==> src/rtl/id_stage_pkg.sv <==
// Shared decode constants for the ID stage: modes, opcodes, ALU commands,
// condition codes and the bundled control-signal struct.
package id_stage_pkg;

    localparam logic [1:0] MODE_ARITH  = 2'b00;
    localparam logic [1:0] MODE_MEM    = 2'b01;
    localparam logic [1:0] MODE_BRANCH = 2'b10;

    localparam logic [3:0] OP_AND = 4'b0000;
    localparam logic [3:0] OP_EOR = 4'b0001;
    localparam logic [3:0] OP_SUB = 4'b0010;
    localparam logic [3:0] OP_ADD = 4'b0100;
    localparam logic [3:0] OP_ADC = 4'b0101;
    localparam logic [3:0] OP_SBC = 4'b0110;
    localparam logic [3:0] OP_TST = 4'b1000;
    localparam logic [3:0] OP_CMP = 4'b1010;
    localparam logic [3:0] OP_ORR = 4'b1100;
    localparam logic [3:0] OP_MOV = 4'b1101;
    localparam logic [3:0] OP_MVN = 4'b1111;

    localparam logic [3:0] EXE_NOP = 4'b0000;
    localparam logic [3:0] EXE_MOV = 4'b0001;
    localparam logic [3:0] EXE_ADD = 4'b0010;
    localparam logic [3:0] EXE_ADC = 4'b0011;
    localparam logic [3:0] EXE_SUB = 4'b0100;
    localparam logic [3:0] EXE_SBC = 4'b0101;
    localparam logic [3:0] EXE_AND = 4'b0110;
    localparam logic [3:0] EXE_ORR = 4'b0111;
    localparam logic [3:0] EXE_EOR = 4'b1000;
    localparam logic [3:0] EXE_MVN = 4'b1001;

    localparam logic [3:0] COND_EQ = 4'b0000;
    localparam logic [3:0] COND_NE = 4'b0001;
    localparam logic [3:0] COND_CS = 4'b0010;
    localparam logic [3:0] COND_CC = 4'b0011;
    localparam logic [3:0] COND_MI = 4'b0100;
    localparam logic [3:0] COND_PL = 4'b0101;
    localparam logic [3:0] COND_VS = 4'b0110;
    localparam logic [3:0] COND_VC = 4'b0111;
    localparam logic [3:0] COND_HI = 4'b1000;
    localparam logic [3:0] COND_LS = 4'b1001;
    localparam logic [3:0] COND_GE = 4'b1010;
    localparam logic [3:0] COND_LT = 4'b1011;
    localparam logic [3:0] COND_GT = 4'b1100;
    localparam logic [3:0] COND_LE = 4'b1101;
    localparam logic [3:0] COND_AL = 4'b1110;

    typedef struct packed {
        logic       sUpdate;
        logic       branch;
        logic       memWrite;
        logic       memRead;
        logic       writeBack;
        logic [3:0] exeCmd;
    } ctrlSigs_t;

endpackage

==> src/rtl/id_stage_condition_check.sv <==
// Evaluates the instruction condition field against the {N,Z,C,V} flags.
module condition_check
    import id_stage_pkg::*;
(
    input  logic [3:0] cond,
    input  logic [3:0] statusReg,
    output logic       condMet
);

    logic n, z, c, v;
    assign {n, z, c, v} = statusReg;

    // Condition table; the 1111 encoding never executes.
    always_comb begin
        condMet = 1'b0;
        case (cond)
            COND_EQ: condMet = z;
            COND_NE: condMet = !z;
            COND_CS: condMet = c;
            COND_CC: condMet = !c;
            COND_MI: condMet = n;
            COND_PL: condMet = !n;
            COND_VS: condMet = v;
            COND_VC: condMet = !v;
            COND_HI: condMet = c && !z;
            COND_LS: condMet = !c || z;
            COND_GE: condMet = (n == v);
            COND_LT: condMet = (n != v);
            COND_GT: condMet = !z && (n == v);
            COND_LE: condMet = z || (n != v);
            COND_AL: condMet = 1'b1;
            default: condMet = 1'b0;
        endcase
    end

endmodule

==> src/rtl/id_stage_control_unit.sv <==
// Decodes mode/opcode/S into the raw control bundle before condition gating.
module control_unit
    import id_stage_pkg::*;
(
    input  logic [1:0] mode,
    input  logic [3:0] opcode,
    input  logic       sBit,
    output ctrlSigs_t  ctrl
);

    // Per-mode decode; unknown data-processing opcodes collapse to all-zero.
    always_comb begin
        ctrl = '0;
        case (mode)
            MODE_ARITH: begin
                ctrl.sUpdate   = sBit;
                ctrl.writeBack = 1'b1;
                case (opcode)
                    OP_MOV:  ctrl.exeCmd = EXE_MOV;
                    OP_MVN:  ctrl.exeCmd = EXE_MVN;
                    OP_ADD:  ctrl.exeCmd = EXE_ADD;
                    OP_ADC:  ctrl.exeCmd = EXE_ADC;
                    OP_SUB:  ctrl.exeCmd = EXE_SUB;
                    OP_SBC:  ctrl.exeCmd = EXE_SBC;
                    OP_AND:  ctrl.exeCmd = EXE_AND;
                    OP_ORR:  ctrl.exeCmd = EXE_ORR;
                    OP_EOR:  ctrl.exeCmd = EXE_EOR;
                    OP_CMP: begin
                        ctrl.exeCmd    = EXE_SUB;
                        ctrl.writeBack = 1'b0;
                    end
                    OP_TST: begin
                        ctrl.exeCmd    = EXE_AND;
                        ctrl.writeBack = 1'b0;
                    end
                    default: ctrl = '0;
                endcase
            end
            MODE_MEM: begin
                ctrl.exeCmd = EXE_ADD;
                if (sBit) begin
                    ctrl.memRead   = 1'b1;
                    ctrl.writeBack = 1'b1;
                    ctrl.sUpdate   = 1'b1;
                end else begin
                    ctrl.memWrite  = 1'b1;
                end
            end
            MODE_BRANCH: begin
                ctrl.branch = 1'b1;
                ctrl.exeCmd = EXE_NOP;
            end
            default: ctrl = '0;
        endcase
    end

endmodule

==> src/rtl/id_stage_register_file.sv <==
// 15-entry register file (R0-R14) with write-back bypass; address 15 reads 0.
module register_file
    import id_stage_pkg::*;
(
    input  logic        clk,
    input  logic        rst,
    input  logic [3:0]  readAddr1,
    input  logic [3:0]  readAddr2,
    input  logic        writeEn,
    input  logic [3:0]  writeAddr,
    input  logic [31:0] writeData,
    output logic [31:0] readData1,
    output logic [31:0] readData2
);

    logic [31:0] regs [0:14];

    // Reset clears every register and wins over a coincident write; R15 is never stored.
    always_ff @(posedge clk) begin
        if (rst) begin
            for (int i = 0; i < 15; i++) begin
                regs[i] <= '0;
            end
        end else if (writeEn && (writeAddr != 4'd15)) begin
            regs[writeAddr] <= writeData;
        end
    end

    // Read port 1: R15 is hard zero, otherwise bypass the in-flight write.
    always_comb begin
        readData1 = '0;
        if (readAddr1 != 4'd15) begin
            if (writeEn && (writeAddr == readAddr1)) begin
                readData1 = writeData;
            end else begin
                readData1 = regs[readAddr1];
            end
        end
    end

    // Read port 2: same behaviour as port 1.
    always_comb begin
        readData2 = '0;
        if (readAddr2 != 4'd15) begin
            if (writeEn && (writeAddr == readAddr2)) begin
                readData2 = writeData;
            end else begin
                readData2 = regs[readAddr2];
            end
        end
    end

endmodule

==> src/rtl/id_stage.sv <==
// Instruction-decode stage: field slicing, register reads, control decode and
// bubble gating. Entirely combinational apart from the register file.
module id_stage
    import id_stage_pkg::*;
(
    input  logic        clk,
    input  logic        rst,
    input  logic        flush,
    input  logic        freeze,
    input  logic [31:0] PCIn,
    input  logic [31:0] instructionReg,
    input  logic        writeBackEn,
    input  logic [3:0]  destWB,
    input  logic [31:0] valueWB,
    input  logic        hazard,
    input  logic [3:0]  statusReg,
    output logic        S_UpdateSig,
    output logic        branch,
    output logic        memWriteEn,
    output logic        memReadEn,
    output logic        writeBackEnOut,
    output logic [3:0]  exeCMD,
    output logic [31:0] res1,
    output logic [31:0] res2,
    output logic [31:0] PC,
    output logic [23:0] signedImm24,
    output logic [3:0]  R_d,
    output logic        isImmidiate,
    output logic [11:0] shiftOperand
);

    logic [3:0] cond, opcode, rn, rd, rm, addr2;
    logic [1:0] mode;
    logic       sBit, isStore, condMet, bubble;
    ctrlSigs_t  rawCtrl;

    // freeze is accepted for interface compatibility but does nothing here.
    logic unusedFreeze;
    assign unusedFreeze = freeze;

    assign cond   = instructionReg[31:28];
    assign mode   = instructionReg[27:26];
    assign opcode = instructionReg[24:21];
    assign sBit   = instructionReg[20];
    assign rn     = instructionReg[19:16];
    assign rd     = instructionReg[15:12];
    assign rm     = instructionReg[3:0];

    assign PC           = PCIn;
    assign signedImm24  = instructionReg[23:0];
    assign R_d          = rd;
    assign isImmidiate  = instructionReg[25];
    assign shiftOperand = instructionReg[11:0];

    // A store needs Rd's value as the data to write, decided before any bubble.
    assign isStore = (mode == MODE_MEM) && !sBit;
    assign addr2   = isStore ? rd : rm;

    register_file uRegFile (
        .clk       (clk),
        .rst       (rst),
        .readAddr1 (rn),
        .readAddr2 (addr2),
        .writeEn   (writeBackEn),
        .writeAddr (destWB),
        .writeData (valueWB),
        .readData1 (res1),
        .readData2 (res2)
    );

    control_unit uCtrl (
        .mode   (mode),
        .opcode (opcode),
        .sBit   (sBit),
        .ctrl   (rawCtrl)
    );

    condition_check uCond (
        .cond      (cond),
        .statusReg (statusReg),
        .condMet   (condMet)
    );

    assign bubble = !condMet || hazard || flush;

    // Squash side-effecting controls on a bubble; exeCMD passes through untouched.
    always_comb begin
        S_UpdateSig    = rawCtrl.sUpdate   && !bubble;
        branch         = rawCtrl.branch    && !bubble;
        memWriteEn     = rawCtrl.memWrite  && !bubble;
        memReadEn      = rawCtrl.memRead   && !bubble;
        writeBackEnOut = rawCtrl.writeBack && !bubble;
        exeCMD         = rawCtrl.exeCmd;
    end

endmodule

==> config.mk <==
export PLATFORM = sky130hd
export DESIGN_NAME = id_stage
export DESIGN_NICKNAME = d
export VERILOG_FILES = /design/src/rtl/id_stage_pkg.sv /design/src/rtl/id_stage_condition_check.sv /design/src/rtl/id_stage_control_unit.sv /design/src/rtl/id_stage_register_file.sv /design/src/rtl/id_stage.sv
export SDC_FILE = /design/constraint.sdc
export NUM_CORES = 1
export LEC_CHECK = 0
export CELL_PAD_IN_SITES_DETAIL_PLACEMENT = 2
export CELL_PAD_IN_SITES_GLOBAL_PLACEMENT = 2
export CORE_UTILIZATION = 41
export DETAILED_ROUTE_END_ITERATION = 10
export GPL_TIMING_DRIVEN = 1
export PLACE_DENSITY = 0.9
export SYNTH_ARGS = -nofsm -noshare
export SYNTH_HDL_FRONTEND = slang
export SYNTH_SLANG_ARGS = --single-unit
==> constraint.sdc <==
create_clock -name clk -period 4.05 [get_ports clk]
set_input_delay 1.0125 -clock clk [delete_from_list [all_inputs] [get_ports clk]]
set_output_delay 1.0125 -clock clk [all_outputs]
set_load 0.02 [all_outputs]
# Word level (Yosys, flattened, before mapping)

Memories as Yosys holds them, arrays and structs flattened.
Index checks and enable logic that the tools add are counted.

Add/sub/neg operators: 0
Multiply operators: 0
Divide/modulo/power cells: 0
Order comparisons: 0
Equal/unequal tests: 33
Shift operators: 0
Mux-type cells: 24
Bitwise logic cells: 0
Reductions and logical operators: 30

Operators by type and width:

| operator                                                               | number |
|---|---|
| 32-bit two-way mux                                                     | 5 |
| 4-bit equality test (second input constant)                            | 12 |
| 4-bit case mux with 9 select lines                                     | 1 |
| 32-bit OR reduction                                                    | 1 |
| 4-bit by 3-bit equality test with 1-bit output (second input constant) | 7 |
| 1-bit case mux with 15 select lines                                    | 1 |
| 4-bit by 2-bit equality test with 1-bit output (second input constant) | 3 |
| 4-bit two-way mux                                                      | 3 |
| 4-bit != test (second input constant)                                  | 3 |
| 1-bit logical AND                                                      | 11 |
| 11-bit OR reduction                                                    | 1 |
| 1-bit two-way mux                                                      | 9 |
| 9-bit OR reduction                                                     | 1 |
| 4-bit by 1-bit equality test with 1-bit output (second input constant) | 2 |
| 4-bit equality test                                                    | 2 |
| 4-bit logical NOT                                                      | 2 |
| 4-bit case mux with 2 select lines                                     | 1 |
| 1-bit logical NOT                                                      | 7 |
| 3-bit case mux with 2 select lines                                     | 1 |
| 1-bit logical OR                                                       | 4 |
| 1-bit case mux with 2 select lines                                     | 2 |
| 2-bit OR reduction                                                     | 2 |
| 2-bit by 1-bit equality test with 1-bit output (second input constant) | 1 |
| 2-bit equality test (second input constant)                            | 1 |
| 4 further kinds                                                        | 4 |

Bits in registers: 0
Bits in latches: 0
Bits in writable memories: 480
Bits in read-only memories: 0
Input bits: 110
Word-level logic and storage cells: 88
Memories kept: 1

Memory list:

| name          | depth | width | rd ports | clocked after memory_dff | wr ports | RTL line                     | RTL |
|---|---|---|---|---|---|---|---|
| uRegFile.regs | 15    | 32    | 2        | 0                        | 15       | id_stage_register_file.sv:16 | `logic [31:0] regs [0:14];` |

# Logic depth before layout (Yosys ltp)

Gate-level depths: netlist of run 1.

Depth in word-level cells: 8
Depth in mapped cells: 11
Depth with buffers taken out: 7

# By module

Synthesis of run 1 repeated with hierarchy kept, for this count alone.

Cell total of the unflattened synthesis: 2,017
Area total of the unflattened synthesis: 28,947.8 um^2

Modules (own cells, without submodules):

| module          | times used | cells an instance | area an instance (um^2) | seq. area each (um^2) |
|---|---|---|---|---|
| register_file   | 1          | 1,878             | 27,925.5                | 15,374.7 |
| id_stage        | 1          | 84                | 650.6                   | 0.0 |
| condition_check | 1          | 28                | 193.9                   | 0.0 |
| control_unit    | 1          | 27                | 177.7                   | 0.0 |

# Least setup slack after synthesis of run 1

No wires, ideal clock.

Path type: input to output
Start: input instructionReg[27]
End: output res2[10]
Arrival time: 3.007 ns
Path slack: 0.031 ns
Stages on the path: 8
Path buffers: 2
Cell sequence: buf_2 -> nor3b_4 -> mux2i_1 -> o21ai_1 -> clkbuf_1 -> o221ai_1 -> nor3_1 -> o2bb2ai_1

Longest elaborated chain between the ends: 7
Elaborated cells on any way between the ends: 9
Those cells by class: eq/ne (3); mux (3); reduce/logical (2); memory (1)

RTL lines:

| element                                                    | RTL line                     | RTL |
|---|---|---|
| start: declaration                                         | id_stage.sv:11               | `input logic [31:0] instructionReg,` |
| 2-bit by 1-bit equality test with 1-bit output *           | id_stage.sv:56               | `assign isStore = (mode == MODE_MEM) && !sBit;` |
| 1-bit logical AND *                                        | id_stage.sv:56               |  |
| 4-bit two-way mux *                                        | id_stage.sv:57               | `assign addr2 = isStore ? rd : rm;` |
| branches (longest 3 deep; another with memory 15 x 32 bit) | --                           |  |
| 32-bit two-way mux *                                       | id_stage_register_file.sv:44 | `if (readAddr2 != 4'd15) begin` |
| end: declaration                                           | id_stage.sv:24               | `output logic [31:0] res2,` |

Mark *: on every way between the ends.

# Final worst setup path of run 1

Start: input instructionReg[27]
End: output res2[29]

Same word-level chain as after synthesis.

==> summary.txt, run 1 <==
Power
  • Leak: 14.4 nW
  • Internal Power: 10.6 mW
  • Worst IR Drop VDD: 365 µV
  • Sw Share: 33.1%
  • Gate power share: 22.9%
  • Power per cell area: 400 nW/µm²
  • Seq pwr share: 41.6%
  • Final Power: 15.8 mW
  • Clock share of power: 35.5%
  • Sw power: 5.23 mW

Routing
  • Via count: 26707
  • Drt first pass iters: 8
  • Drt wl/cell: 52.0 µm
  • Final WL: 183000 µm
  • Initial DRC count: 4239
  • Final ANT Viol Nets: 0
  • Via/cell ratio: 7.59
  • DRC violations left: 0

Global routing
  • Global-route wire length before repair: 229000 µm
  • Vias in the first global route: 27260
  • Pin count of the biggest net entering global routing: 33
  • Overflow after GRT: 0
  • Initial antenna violation count: 15
  • Total global-route track usage: 47.0%

STA
  • Hold violation count in the final report: 0
  • Final setup violating endpoints: 46
  • Worst slew margin: 36.0%
  • RSZ-0062 raised after global routing: yes
  • Final setup TNS: -15550 ps
  • Peak Freq: 0.210 GHz
  • Final worst slack: -722 ps
  • Worst-Margin Slew: 933 ps
  • Slew Viols, Final: 0
  • Part of the cycle the worst path needs: 118%
  • Minimum clock period: 4770 ps
  • Final hold slack: 1170 ps

Cells and area
  • Nets: 2641
  • Share of layout cells above drive strength 1: 41.3%
  • Reg with most FFs: uRegFile.regs
  • Largest registers: uRegFile.regs x512
  • Post-route core utilization: 57.2%
  • Synth-to-Final Area Change: 37.2%
  • Max FFs per register: 512

Clock tree
  • Post-CTS Hold Buffers: 0
  • Clock Sinks: 512
  • Clock slew at reported path FFs: 60 ps
  • H-tree Lvls: 2
  • CTS tree: built
  • CTS Buf Count: 56
  • CTS root buffer: clkbuf_16
  • Clock buffer depth: 3

Worst hold path
  • WHS Path Cells: 2
  • Worst Hold Endpoint: uRegFile.regs[15][21]
  • Hold_sp: valueWB[21]
  • Min-Delay Path Class: primary input to flip-flop

Synth
  • FFs w/ async S/R, synth: 0%
  • Synth unique cells: 51
  • Seq/Total Area, Yosys: 53.5%
  • EDFF count, synth: 512
  • Number of synthesized register bits: 512
  • Syn avg cell area: 13.5 µm²
  • Cell Area, Synth: 28700 µm²
  • Cells after Synth: 2129
  • Top FF cell, synth: edfxtp_1
  • Syn. warnings: 0

Setup path
  • Startpoint Class: primary input
  • CP Capture Type: primary output
  • WP data arrival: 3760 ps
  • Worst Setup SP: instructionReg[27]
  • Setup CP Type: primary input to primary output
  • Crit path max fanout: 6
  • Worst EP required: 3040 ps

Flow run
  • Max_cap viols: 0

Die
  • Die H: 267 µm
  • Die X-Extent: 267 µm
  • Ports: 256
  • Standard-cell rows: 96
  • Core area: 68900 µm²
  • Total die area: 71200 µm²
  • Initial Util: 41.7%

Place
  • DP Worst Slack: -1410 ps
  • Port Buf Inserts: 164
  • Detailed Place HPWL: 81500 µm
  • Final Wtd Congestion: 0.902

Outcome
  • Violated checks: negative setup slack
  • Status: finished with violations
## synthesized netlist by cell type, types with 3 or more instances
cell	number	share of area, %
nand4_1	4	0.087
edfxtp_1	512	53
mux2_2	3	0.12
or3_1	4	0.087
nand2_1	98	1.3
nand3_1	9	0.16
o21ai_0	6	0.10
clkbuf_1	138	1.8
o221ai_1	31	0.94
or2_2	15	0.33
nor2_1	24	0.31
and2_1	480	10
buf_6	17	0.67
mux2i_1	253	8.8
buf_2	18	0.31
mux4_2	160	13
nand2b_1	3	0.065
o22ai_1	63	1.4
inv_1	10	0.13
o22a_1	31	0.94
xor2_1	6	0.18
buf_4	88	2.3
buf_1	6	0.078
a21oi_1	41	0.71
o2bb2ai_1	31	0.94
xnor2_1	4	0.12
nor3_1	43	0.75
## power by group through the flow
| stage | clock, mW | combinational (mW) | sequential, mW |
|---|---|---|---|
| after CTS | 5.28 | 3.05 | 6.44 |
| after global placement | 0 | 2.38 | 6.39 |
| final | 5.61 | 3.62 | 6.57 |
| after global routing | 5.66 | 3.59 | 6.54 |
| after floorplan | 0 | 1.41 | 6.35 |
| after detailed placement | 0 | 2.53 | 6.48 |
## layout by cell type, fill, tap and decap left out, types with 32 or more instances in the layout
master / n
edfxtp_1: 512
and2_1: 480
buf_4: 264
mux4_2: 160
mux2i_1: 127
nand2_1: 81
buf_12: 80
mux2i_4: 73
clkdlybuf4s50_1: 69
buf_6: 66
clkbuf_16: 64
mux2i_2: 53
o22ai_2: 35
a21oi_1: 32
conb_1: 32
## cells by family after synthesis
| group | after synthesis | share of synthesized area [%] |
|---|---|---|
| DFF | 512 | 53.5 |
| and+or+nand+nor | 690 | 13.8 |
| AOI/OAI and AO/OA | 222 | 5.60 |
| xor gates and xnor gates | 10 | 0.305 |
| other | 1 | 0.0130 |
| buffers and inverters | 277 | 5.29 |
| muxes | 417 | 21.5 |
## per-stage QoR
stage	area, µm²	instances
detailed placement	33100	3261
global route	39400	3510
global placement	33100	3261
finish	39500	3517
floorplan	28900	2160
CTS	38100	3471
## worst max-delay path, stage by stage
cell       delay, ps
buf_8            110
nor3b_4          240
buf_6            160
mux2_8           440
buf_4            220
buf_4            190
mux2i_1          720
o221ai_2         180
nor3_2           230
o2bb2ai_4        100
buf_6            140
## layer usage
layer  vias up  global-route usage, %  routed length [µm]
li1       8792                      -                   -
met3      1327                   13.8               24000
met2      3284                   74.2               79700
met4        16                   43.1               21800
met1     13288                   51.2               57300
met5         -                      0                 102
## timing repair
action,in CTS,in global routing
pin swaps,98,73
gates cloned,16,7
setup endpoints to repair,69,66
setup buffers,91,41
gates resized for setup,710,221
## how the worst max path moves through the flow
| stage | end | slack [ps] |
|---|---|---|
| after floorplan | res2[10] | 30 |
| after detailed placement | res2[2] | -1410 |
| final | res2[29] | -720 |
| after CTS | res2[9] | -240 |
| after global placement | res2[13] | -1320 |
| after global routing | res2[29] | -730 |
## final cells by class
type | instances | area [µm²]
Fill cell | 6013 | 29500
Antenna cell | 7 | 17.5
Sequential cell | 512 | 15400
Tap cell | 931 | 1160
Inverter | 10 | 37.5
Timing Repair Buffer | 578 | 6520
Clock inverter | 32 | 280
Multi-Input combinational cell | 1373 | 14600
Clock buffer | 74 | 1490
Power figures use the tool's default switching activity.
==> run 2, diff against run 1 <==
CORE_MARGIN = 3   (was unset)
HOLD_SLACK_MARGIN = 0.02   (was unset)
==> run 2 against run 1 <==
Maximum frequency increased by 2.2%. Setup slack improved by 100 ps. Wire length fell by 3.7%. Clock power up 3%. Cell area fell by 3.3%. The run still ends with negative setup slack left. Core utilization is 2.0 points lower. Sequential share of layout area increased by 1.3 points. Cell count fell by 1.6%. Largest cell class unchanged. Power shrank 0.62%.
==> summary.txt, run 2 (synthesized netlist as in run 1, its figures left out) <==
Global routing
  • Total global-route track usage: 42.8%
  • Global routing met3 resource utilization: 11.9%
  • Initial antenna violation count: 6
  • GR Util met2: 68.0%
  • Vias in the first global route: 26682
  • Overflow after GRT: 0
  • Global-route wire length before repair: 221000 µm
  • GRT met1 Usage: 46.9%
  • GR peak layer: met2
  • Pin count of the biggest net entering global routing: 33

Routing
  • DRC violations left: 0
  • Final ANT Viol Nets: 0
  • Via/cell ratio: 7.51
  • Final WL: 176000 µm
  • Drt wl/cell: 50.9 µm
  • Drt first pass iters: 6
  • Initial DRC count: 4187
  • Via count: 25983

STA
  • Final worst slack: -621 ps
  • Final setup violating endpoints: 43
  • Peak Freq: 0.214 GHz
  • Worst-Margin Slew: 755 ps
  • Slew Viols, Final: 0
  • Minimum clock period: 4670 ps
  • Part of the cycle the worst path needs: 115%
  • Hold violation count in the final report: 0
  • RSZ-0062 raised after global routing: yes
  • Worst slew margin: 49.7%

Clock tree
  • Clock Sinks: 512
  • H-tree Lvls: 2
  • CTS tree: built
  • CTS root buffer: clkbuf_16
  • Clock buffer depth: 3
  • Clock slew at reported path FFs: 60 ps
  • CTS Buf Count: 57

Die
  • Initial Util: 41.6%
  • Total die area: 73300 µm²
  • Standard-cell rows: 96
  • Die H: 271 µm
  • Ports: 256
  • Core area: 69100 µm²
  • Die X-Extent: 271 µm

Cells and area
  • Synth-to-Final Area Change: 32.7%
  • Flip-flop and latch area: 15400 µm²
  • Largest registers: uRegFile.regs x512
  • Commonest cells after routing, fill and taps aside: edfxtp_1, and2_1, buf_4, mux2i_1, mux4_2
  • Footprint of the multi-input gates: 13800 µm²
  • Commonest non-fill, non-tap cell in the layout: edfxtp_1
  • Max FFs per register: 512
  • # fillers: 6052
  • Final Cell Area: 38200 µm²
  • Share of layout cells above drive strength 1: 38.1%
  • Reg with most FFs: uRegFile.regs
  • Post-route core utilization: 55.3%
  • Nets: 2593
  • Post-Layout Cell Count: 3459

Setup path
  • CP Capture Type: primary output
  • WP data arrival: 3660 ps
  • Worst EP required: 3040 ps
  • Startpoint Class: primary input
  • Crit path max fanout: 6
  • Setup CP Type: primary input to primary output

Outcome
  • Status: finished with violations
  • Violated checks: negative setup slack

Place
  • Placed Instance Area: 32800 µm²
  • Placed Cells: 3243
  • Detailed Place HPWL: 81000 µm
  • Final Wtd Congestion: 0.854
  • DP Worst Slack: -1450 ps
  • Port Buf Inserts: 164

Power
  • Worst IR Drop VDD: 343 µV
  • Power per cell area: 411 nW/µm²
  • Final Power: 15.7 mW
  • Leak: 14.1 nW

Worst hold path
  • WHS Path Cells: 1
  • Min-Delay Path Class: primary input to flip-flop

Flow run
  • Max_cap viols: 0
-- run 2: cell types whose count changed in the layout (fill, tap and decap cells not counted), moves of 7 or more --
| cell | previous run | this run |
|---|---|---|
| mux2i_1 | 127 | 176 |
| mux2i_4 | 73 | 30 |
| buf_4 | 264 | 228 |
| buf_16 | 26 | 14 |
| o22ai_1 | 22 | 32 |
| buf_12 | 80 | 73 |
-- run 2: timing repair --
item	in CTS	in global routing
gates cloned	18	7
hold endpoints to repair	0	0
setup endpoints to repair	69	63
hold buffers	0	0
setup buffers	64	37
gates resized for setup	643	152
pin swaps	84	50
-- run 2: layout make-up --
class | count | area share [%]
flip-flops and latches | 512 | 40.3
multi-input cells | 1372 | 36.3
clock buffers | 68 | 3.85
well taps | 931 | 3.05
diodes | 1 | 0.00656
clock inverters | 35 | 0.980
repair buffers | 530 | 15.5
inverters | 10 | 0.0984
-- run 2: worst paths after layout --
check / endpoint / startpoint / slack [ps]
hold / removal: uRegFile.regs[15][17] / valueWB[17] / 1160
setup / recovery: res2[31] / instructionReg[27] / -620
-- run 2: worst max-delay path: stages --
cell	delay, ps
buf_8	110
nor3b_4	250
buf_6	140
mux2_8	420
buf_12	170
buf_6	140
buf_16	150
mux2i_1	530
o221ai_2	190
nor3_2	250
o2bb2ai_4	140
buf_6	160
-- run 2: power by group --
part           internal (mW)  switching [mW]
Combinational           1.43            1.94
Sequential              6.16           0.376
Clock                   3.04            2.76
Total                   10.6            5.08
-- run 2: metal layers --
layer | wire length [µm] | vias to the layer above | part of all wire [%]
li1 | - | 8664 | -
met1 | 55600 | 13081 | 32
met2 | 78700 | 2978 | 45
met3 | 21000 | 1258 | 12
met4 | 20800 | 2 | 12
met5 | 17 | - | 0.0096
-- run 2: metrics by stage --
step / setup TNS (ps) / hold WS (ps)
detailed placement: -61030 / 1750
global placement: -53090 / 1740
finish: -14480 / 1160
floorplan: 0 / 1110
CTS: -6060 / 1130
global route: -14740 / 1170
